## src/rtl/sram_port_arbiter_if.sv

```systemverilog
// rtl/sram_port_arbiter_if.sv - fabric-side request/grant/read-return and conf bundle for sram_port_arbiter
interface sram_port_arbiter_if;
    logic [1:0]  req;
    logic [1:0]  we;
    logic [9:0]  addr0;
    logic [9:0]  addr1;
    logic [31:0] wdata0;
    logic [31:0] wdata1;
    logic [1:0]  gnt;
    logic [1:0]  rvalid;
    logic [31:0] rdata;
    logic        cfg_req;
    logic [1:0]  cfg_conf;
    logic        cfg_ack;

    modport master (
        output req, we, addr0, addr1, wdata0, wdata1, cfg_req, cfg_conf,
        input  gnt, rvalid, rdata, cfg_ack
    );

    modport slave (
        input  req, we, addr0, addr1, wdata0, wdata1, cfg_req, cfg_conf,
        output gnt, rvalid, rdata, cfg_ack
    );
endinterface

```

## src/rtl/sram_port_arbiter.sv

```systemverilog
// rtl/sram_port_arbiter.sv - two-master write/read slot arbiter, read tagger and conf sequencer for sram_ifc_8_32
module sram_port_arbiter #(
    parameter int OUT_REG = 0,
    parameter int RD_LAT  = 3 + OUT_REG
) (
    input  logic                 clk,
    input  logic                 rst_n,
    sram_port_arbiter_if.slave   fab,
    output logic                 csb,
    output logic                 web,
    output logic                 reb,
    output logic [9:0]           addr_w,
    output logic [9:0]           addr_r,
    output logic [31:0]          d_fabric_in,
    output logic [1:0]           conf,
    output logic                 out_reg,
    input  logic [31:0]          d_fabric_out
);

    typedef enum logic [1:0] {
        RUN    = 2'd0,
        DRAIN  = 2'd1,
        UPDATE = 2'd2
    } state_t;

    state_t             state;
    state_t             state_nxt;
    logic               wptr;
    logic               rptr;
    logic               grant_en;
    logic [1:0]         wcand;
    logic [1:0]         rcand;
    logic               wgnt;
    logic               rgnt;
    logic               wwin;
    logic               rwin;
    logic [1:0]         gnt;
    logic [1:0]         rvalid;
    logic               cfg_ack;
    logic               drain_done;
    logic [RD_LAT-1:0]  tag_vld;
    logic [RD_LAT-1:0]  tag_id;

    // Grants are also gated by rst_n so they read 0 throughout an asynchronous reset.
    always_comb begin
        grant_en = rst_n && (state == RUN) && !fab.cfg_req;
        wcand    = fab.req & fab.we  & {2{grant_en}};
        rcand    = fab.req & ~fab.we & {2{grant_en}};
        wgnt     = |wcand;
        rgnt     = |rcand;
        wwin     = (wcand == 2'b11) ? wptr : wcand[1];
        rwin     = (rcand == 2'b11) ? rptr : rcand[1];
        gnt      = {wgnt & wwin, wgnt & ~wwin} | {rgnt & rwin, rgnt & ~rwin};
    end

    always_comb begin
        web         = ~wgnt;
        reb         = ~rgnt;
        csb         = ~(wgnt | rgnt);
        addr_w      = '0;
        d_fabric_in = '0;
        addr_r      = '0;
        if (wgnt) begin
            addr_w      = wwin ? fab.addr1  : fab.addr0;
            d_fabric_in = wwin ? fab.wdata1 : fab.wdata0;
        end
        if (rgnt) begin
            addr_r = rwin ? fab.addr1 : fab.addr0;
        end
    end

    always_comb begin
        rvalid = {tag_vld[RD_LAT-1] & tag_id[RD_LAT-1],
                  tag_vld[RD_LAT-1] & ~tag_id[RD_LAT-1]};
    end

    // The pipe is drained once nothing will remain after this cycle's shift, so the
    // ack lands in the cycle right after the final rvalid.
    always_comb begin
        drain_done = 1'b1;
        for (int i = 0; i < RD_LAT - 1; i++) begin
            if (tag_vld[i]) begin
                drain_done = 1'b0;
            end
        end
    end

    always_comb begin
        state_nxt = state;
        cfg_ack   = 1'b0;
        case (state)
            RUN: begin
                if (fab.cfg_req) begin
                    state_nxt = DRAIN;
                end
            end
            DRAIN: begin
                if (drain_done) begin
                    state_nxt = UPDATE;
                end
            end
            UPDATE: begin
                cfg_ack   = 1'b1;
                state_nxt = RUN;
            end
            default: begin
                state_nxt = RUN;
            end
        endcase
    end

    always_ff @(posedge clk or negedge rst_n) begin
        if (!rst_n) begin
            state   <= RUN;
            wptr    <= 1'b0;
            rptr    <= 1'b0;
            conf    <= 2'b00;
            tag_vld <= '0;
            tag_id  <= '0;
        end else begin
            state <= state_nxt;
            if (wgnt) begin
                wptr <= ~wwin;
            end
            if (rgnt) begin
                rptr <= ~rwin;
            end
            if (state == UPDATE) begin
                conf <= fab.cfg_conf;
            end
            tag_vld[0] <= rgnt;
            tag_id[0]  <= rwin;
            for (int i = 1; i < RD_LAT; i++) begin
                tag_vld[i] <= tag_vld[i-1];
                tag_id[i]  <= tag_id[i-1];
            end
        end
    end

    assign fab.gnt     = gnt;
    assign fab.rvalid  = rvalid;
    assign fab.rdata   = d_fabric_out;
    assign fab.cfg_ack = cfg_ack;
    assign out_reg     = 1'(OUT_REG);

endmodule

```

## src/flat_wrapper.sv

```systemverilog
// flat-port wrapper written by rule: the top's interface ports become plain ports
module sram_port_arbiter_flat 
#(
    parameter int OUT_REG = 0,
    parameter int RD_LAT  = 3 + OUT_REG
)
  (clk, rst_n, csb, web, reb, addr_w, addr_r, d_fabric_in, conf, out_reg, d_fabric_out, fab_req, fab_we, fab_addr0, fab_addr1, fab_wdata0, fab_wdata1, fab_cfg_req, fab_cfg_conf, fab_gnt, fab_rvalid, fab_rdata, fab_cfg_ack);
  sram_port_arbiter_if fab_i ();
  input  logic clk;
  input  logic rst_n;
  output logic csb;
  output logic web;
  output logic reb;
  output logic [9:0] addr_w;
  output logic [9:0] addr_r;
  output logic [31:0] d_fabric_in;
  output logic [1:0] conf;
  output logic out_reg;
  input  logic [31:0] d_fabric_out;
  input wire logic [$bits(fab_i.req)-1:0] fab_req;
  input wire logic [$bits(fab_i.we)-1:0] fab_we;
  input wire logic [$bits(fab_i.addr0)-1:0] fab_addr0;
  input wire logic [$bits(fab_i.addr1)-1:0] fab_addr1;
  input wire logic [$bits(fab_i.wdata0)-1:0] fab_wdata0;
  input wire logic [$bits(fab_i.wdata1)-1:0] fab_wdata1;
  input wire logic [$bits(fab_i.cfg_req)-1:0] fab_cfg_req;
  input wire logic [$bits(fab_i.cfg_conf)-1:0] fab_cfg_conf;
  output wire logic [$bits(fab_i.gnt)-1:0] fab_gnt;
  output wire logic [$bits(fab_i.rvalid)-1:0] fab_rvalid;
  output wire logic [$bits(fab_i.rdata)-1:0] fab_rdata;
  output wire logic [$bits(fab_i.cfg_ack)-1:0] fab_cfg_ack;
  assign fab_i.req = fab_req;
  assign fab_i.we = fab_we;
  assign fab_i.addr0 = fab_addr0;
  assign fab_i.addr1 = fab_addr1;
  assign fab_i.wdata0 = fab_wdata0;
  assign fab_i.wdata1 = fab_wdata1;
  assign fab_i.cfg_req = fab_cfg_req;
  assign fab_i.cfg_conf = fab_cfg_conf;
  assign fab_gnt = fab_i.gnt;
  assign fab_rvalid = fab_i.rvalid;
  assign fab_rdata = fab_i.rdata;
  assign fab_cfg_ack = fab_i.cfg_ack;
  sram_port_arbiter #(.OUT_REG(OUT_REG), .RD_LAT(RD_LAT)) u_core (.clk(clk), .rst_n(rst_n), .fab(fab_i), .csb(csb), .web(web), .reb(reb), .addr_w(addr_w), .addr_r(addr_r), .d_fabric_in(d_fabric_in), .conf(conf), .out_reg(out_reg), .d_fabric_out(d_fabric_out));
endmodule
```

## config.mk

```make
export PLATFORM = sky130hd
export DESIGN_NAME = sram_port_arbiter_flat
export DESIGN_NICKNAME = d
export VERILOG_FILES = /design/src/rtl/sram_port_arbiter_if.sv /design/src/rtl/sram_port_arbiter.sv /design/src/flat_wrapper.sv
export SDC_FILE = /design/constraint.sdc
export NUM_CORES = 1
export LEC_CHECK = 0
export CAP_MARGIN = 20
export CORE_ASPECT_RATIO = 0.8
export CORE_MARGIN = 4
export CORE_UTILIZATION = 25
export DETAILED_ROUTE_END_ITERATION = 16
export GPL_TIMING_DRIVEN = 1
export PLACE_DENSITY = 0.89
export SLEW_MARGIN = 20
export SYNTH_ARGS = -nofsm -noshare
export SYNTH_HDL_FRONTEND = slang
export SYNTH_SLANG_ARGS = --single-unit
```

## constraint.sdc

```tcl
create_clock -name clk -period 5.3 [get_ports clk]
set_input_delay 1.325 -clock clk [delete_from_list [all_inputs] [get_ports clk]]
set_output_delay 1.325 -clock clk [all_outputs]
set_load 0.1 [all_outputs]
```

==> results.ini <==
[worst_setup_path]
cp.required_ns=3.97
critical_path_class=in -> out
endpoint_kind=output port
cp-start-kind=input pin
critPathCapture=addr_r[3]
critPathLaunch=fab_cfg_req
r2r_cells=4
cp.arrival_ns=3.50
r2r_start=u_core.state[1]
r2r_end=u_core.tag_vld[0]
rrSetupSlack_ns=4.02
critPathMaxFanout=10

[drt]
first_pass_iters=4
vias_per_cell=4.90
wl_mm=6.51
via_count=1808
drc=0
drtIter0Drc=82
ant_nets=0
wl_per_cell_um=17.6

[timing]
finalSetupViolCount=0
slew_headroom_pct=34.6
skew_ns=0.000984
finalCritPeriodShare_pct=91.0
finalCriticalPeriod_ns=4.82
tightest_slew_ns=0.977
slew_violations=0
timing.fmax_mhz=207
hold_ws_ns=0.344
fin_tns_setup_ns=0
rsz0062_at_grt=no
hold_viol=0

[cells_and_area]
seq_area_um2=300
drive_gt1_share_pct=24.4
multi_input_area_um2=766
postLayoutCoreUtil_pct=61.9
design_area_um2=3370
final_nets=418
fillers=420
area_delta_synth_final_pct=142
antennaDiodeCount=0

[clock_tree]
clkSinkCount=12
cts_max_level=1
cts-root-buf=clkbuf_8
clk_latency_ns=0.23
clock_path_buffers=2
cts_tree=yes
cts_setup_buffers=0
ctsHoldBuffers=0
cts_resized=0
clk_pin_slew_ns=0.05
cts_inserted_buffers=3

[pwr]
power_leakage_uw=0.00133
power_density_nw_per_um2=240
p_total_uw=808
ir_drop_mv=0.174

[logic_synthesis]
syn_inst=176
postSynth.asyncResetShare_pct=100
synth_fp_nets=301
synth_edf_count=0
synth_top_area_share_pct=21.6
yosysUniqueCellTypes=32
syn_area_per_cell_um2=7.91
ys_ff_latch=12
seq_area_frac_synth_pct=21.6
ys.flop_type=dfrtp_1
synth_most_common_cell=buf_4
synth_area_leaders=dfrtp_1 (22%), a22o_1 (20%), buf_4 (18%), o22ai_1 (9.0%), nand2_1 (7.3%)
syn_area_um2=1390
yosysTopAreaCell=dfrtp_1
ys_warn_count=0
synth_common_cells=buf_4 (33), a22o_1 (32), nand2_1 (27)

[job]
cap_violations=0

[floorplanning]
die_h_um=74.7
dieWidth_um=91.4
die_area_um2=6830
ios=220
coreArea_um2=5440
initial_utilization_pct=25.6
rows=24

[place]
port_buffers=154
placed_cell_area_um2=3320
hpwl_mm=5.51
gp_congestion=0.813

[status]
status=finished, final reports clean

[global_routing]
track_usage_pct=16.8
grt_pass1_wl_mm=9.00
grt_overflow=0
antenna_found_initial=0
grt_max_degree=33
grt_pass1_vias=1741

[min_path]
hp-class=reg -> reg

==> cell usage in the layout (no fill, tap or decap), types with 2 or more instances in the layout <==
cell / Yosys / routed
dfrtp_1: 12 / 12
nand3b_1: 2 / 2
buf_12: 0 / 57
a22o_1: 32 / 32
nor2b_1: 4 / 4
clkbuf_8: 0 / 3
mux2_2: 2 / 2
a21oi_1: 4 / 4
nor2_1: 3 / 3
nand2_1: 27 / 27
o21ai_0: 3 / 3
a31oi_1: 2 / 2
buf_4: 33 / 6
o22ai_1: 20 / 20
clkdlybuf4s50_1: 0 / 97
==> critical path: stages <==
cell	delay, ns
clkdlybuf4s50_1	0.45
or4b_4	0.59
or3_1	0.56
o22ai_1	0.35
buf_12	0.22
==> flip-flops by register name, summed over array words and instances (netlist names) <==
| register | flops |
|---|---|
| u_core.tag_id | 3 |
| u_core.wptr | 1 |
| u_core.rptr | 1 |
| u_core.conf | 2 |
| u_core.tag_vld | 3 |
| u_core.state | 2 |
==> routing by layer <==
metal  GRT usage [%]  share of wire, %
met4            6.69               2.6
met1            18.8                38
met2            31.6                52
met5               0                 0
met3            3.90               7.2
==> how the worst min path moves through the flow <==
stage,startpoint,endpoint,depth (start not counted)
3_5_place_dp,u_core.tag_id[0],u_core.tag_id[1],0
3_3_place_gp,u_core.tag_id[0],u_core.tag_id[1],0
5_1_grt,u_core.tag_id[0],u_core.tag_id[1],0
2_1_floorplan,u_core.tag_id[0],u_core.tag_id[1],0
6_report,u_core.tag_id[0],u_core.tag_id[1],0
4_1_cts,u_core.tag_id[0],u_core.tag_id[1],0
==> per-stage QoR <==
stage / cells / setup slack [ns]
6_report: 369 / 0.476
5_1_grt: 369 / 0.329
2_1_floorplan: 176 / 0.126
4_1_cts: 369 / 0.470
3_5_place_dp: 366 / 0.485
3_3_place_gp: 366 / 0.515
==> power breakdown <==
| group | switching (uW) | internal [uW] |
|---|---|---|
| Combinational | 367 | 218 |
| Clock | 28.4 | 49.6 |
| Sequential | 27.5 | 118 |
==> area by class of cell <==
| cell class | count | share of cell area [%] |
|---|---|---|
| repair buffers | 160 | 64.1 |
| multi-input cells | 115 | 22.8 |
| flip-flops and latches | 12 | 8.92 |
| well taps | 78 | 2.90 |
| clock buffers | 3 | 1.23 |
| inverters | 1 | 0.112 |
==> kinds of logic after synthesis <==
family | Yosys count | share of synthesized area, %
other | 1 | 0.270
multiplexers | 2 | 1.62
AO/OA/AOI/OAI | 66 | 35.6
flip-flops | 12 | 21.6
AND/OR/NAND/NOR | 46 | 17.1
buffers and inverters | 49 | 23.8
Power figures use the tool's default switching activity.
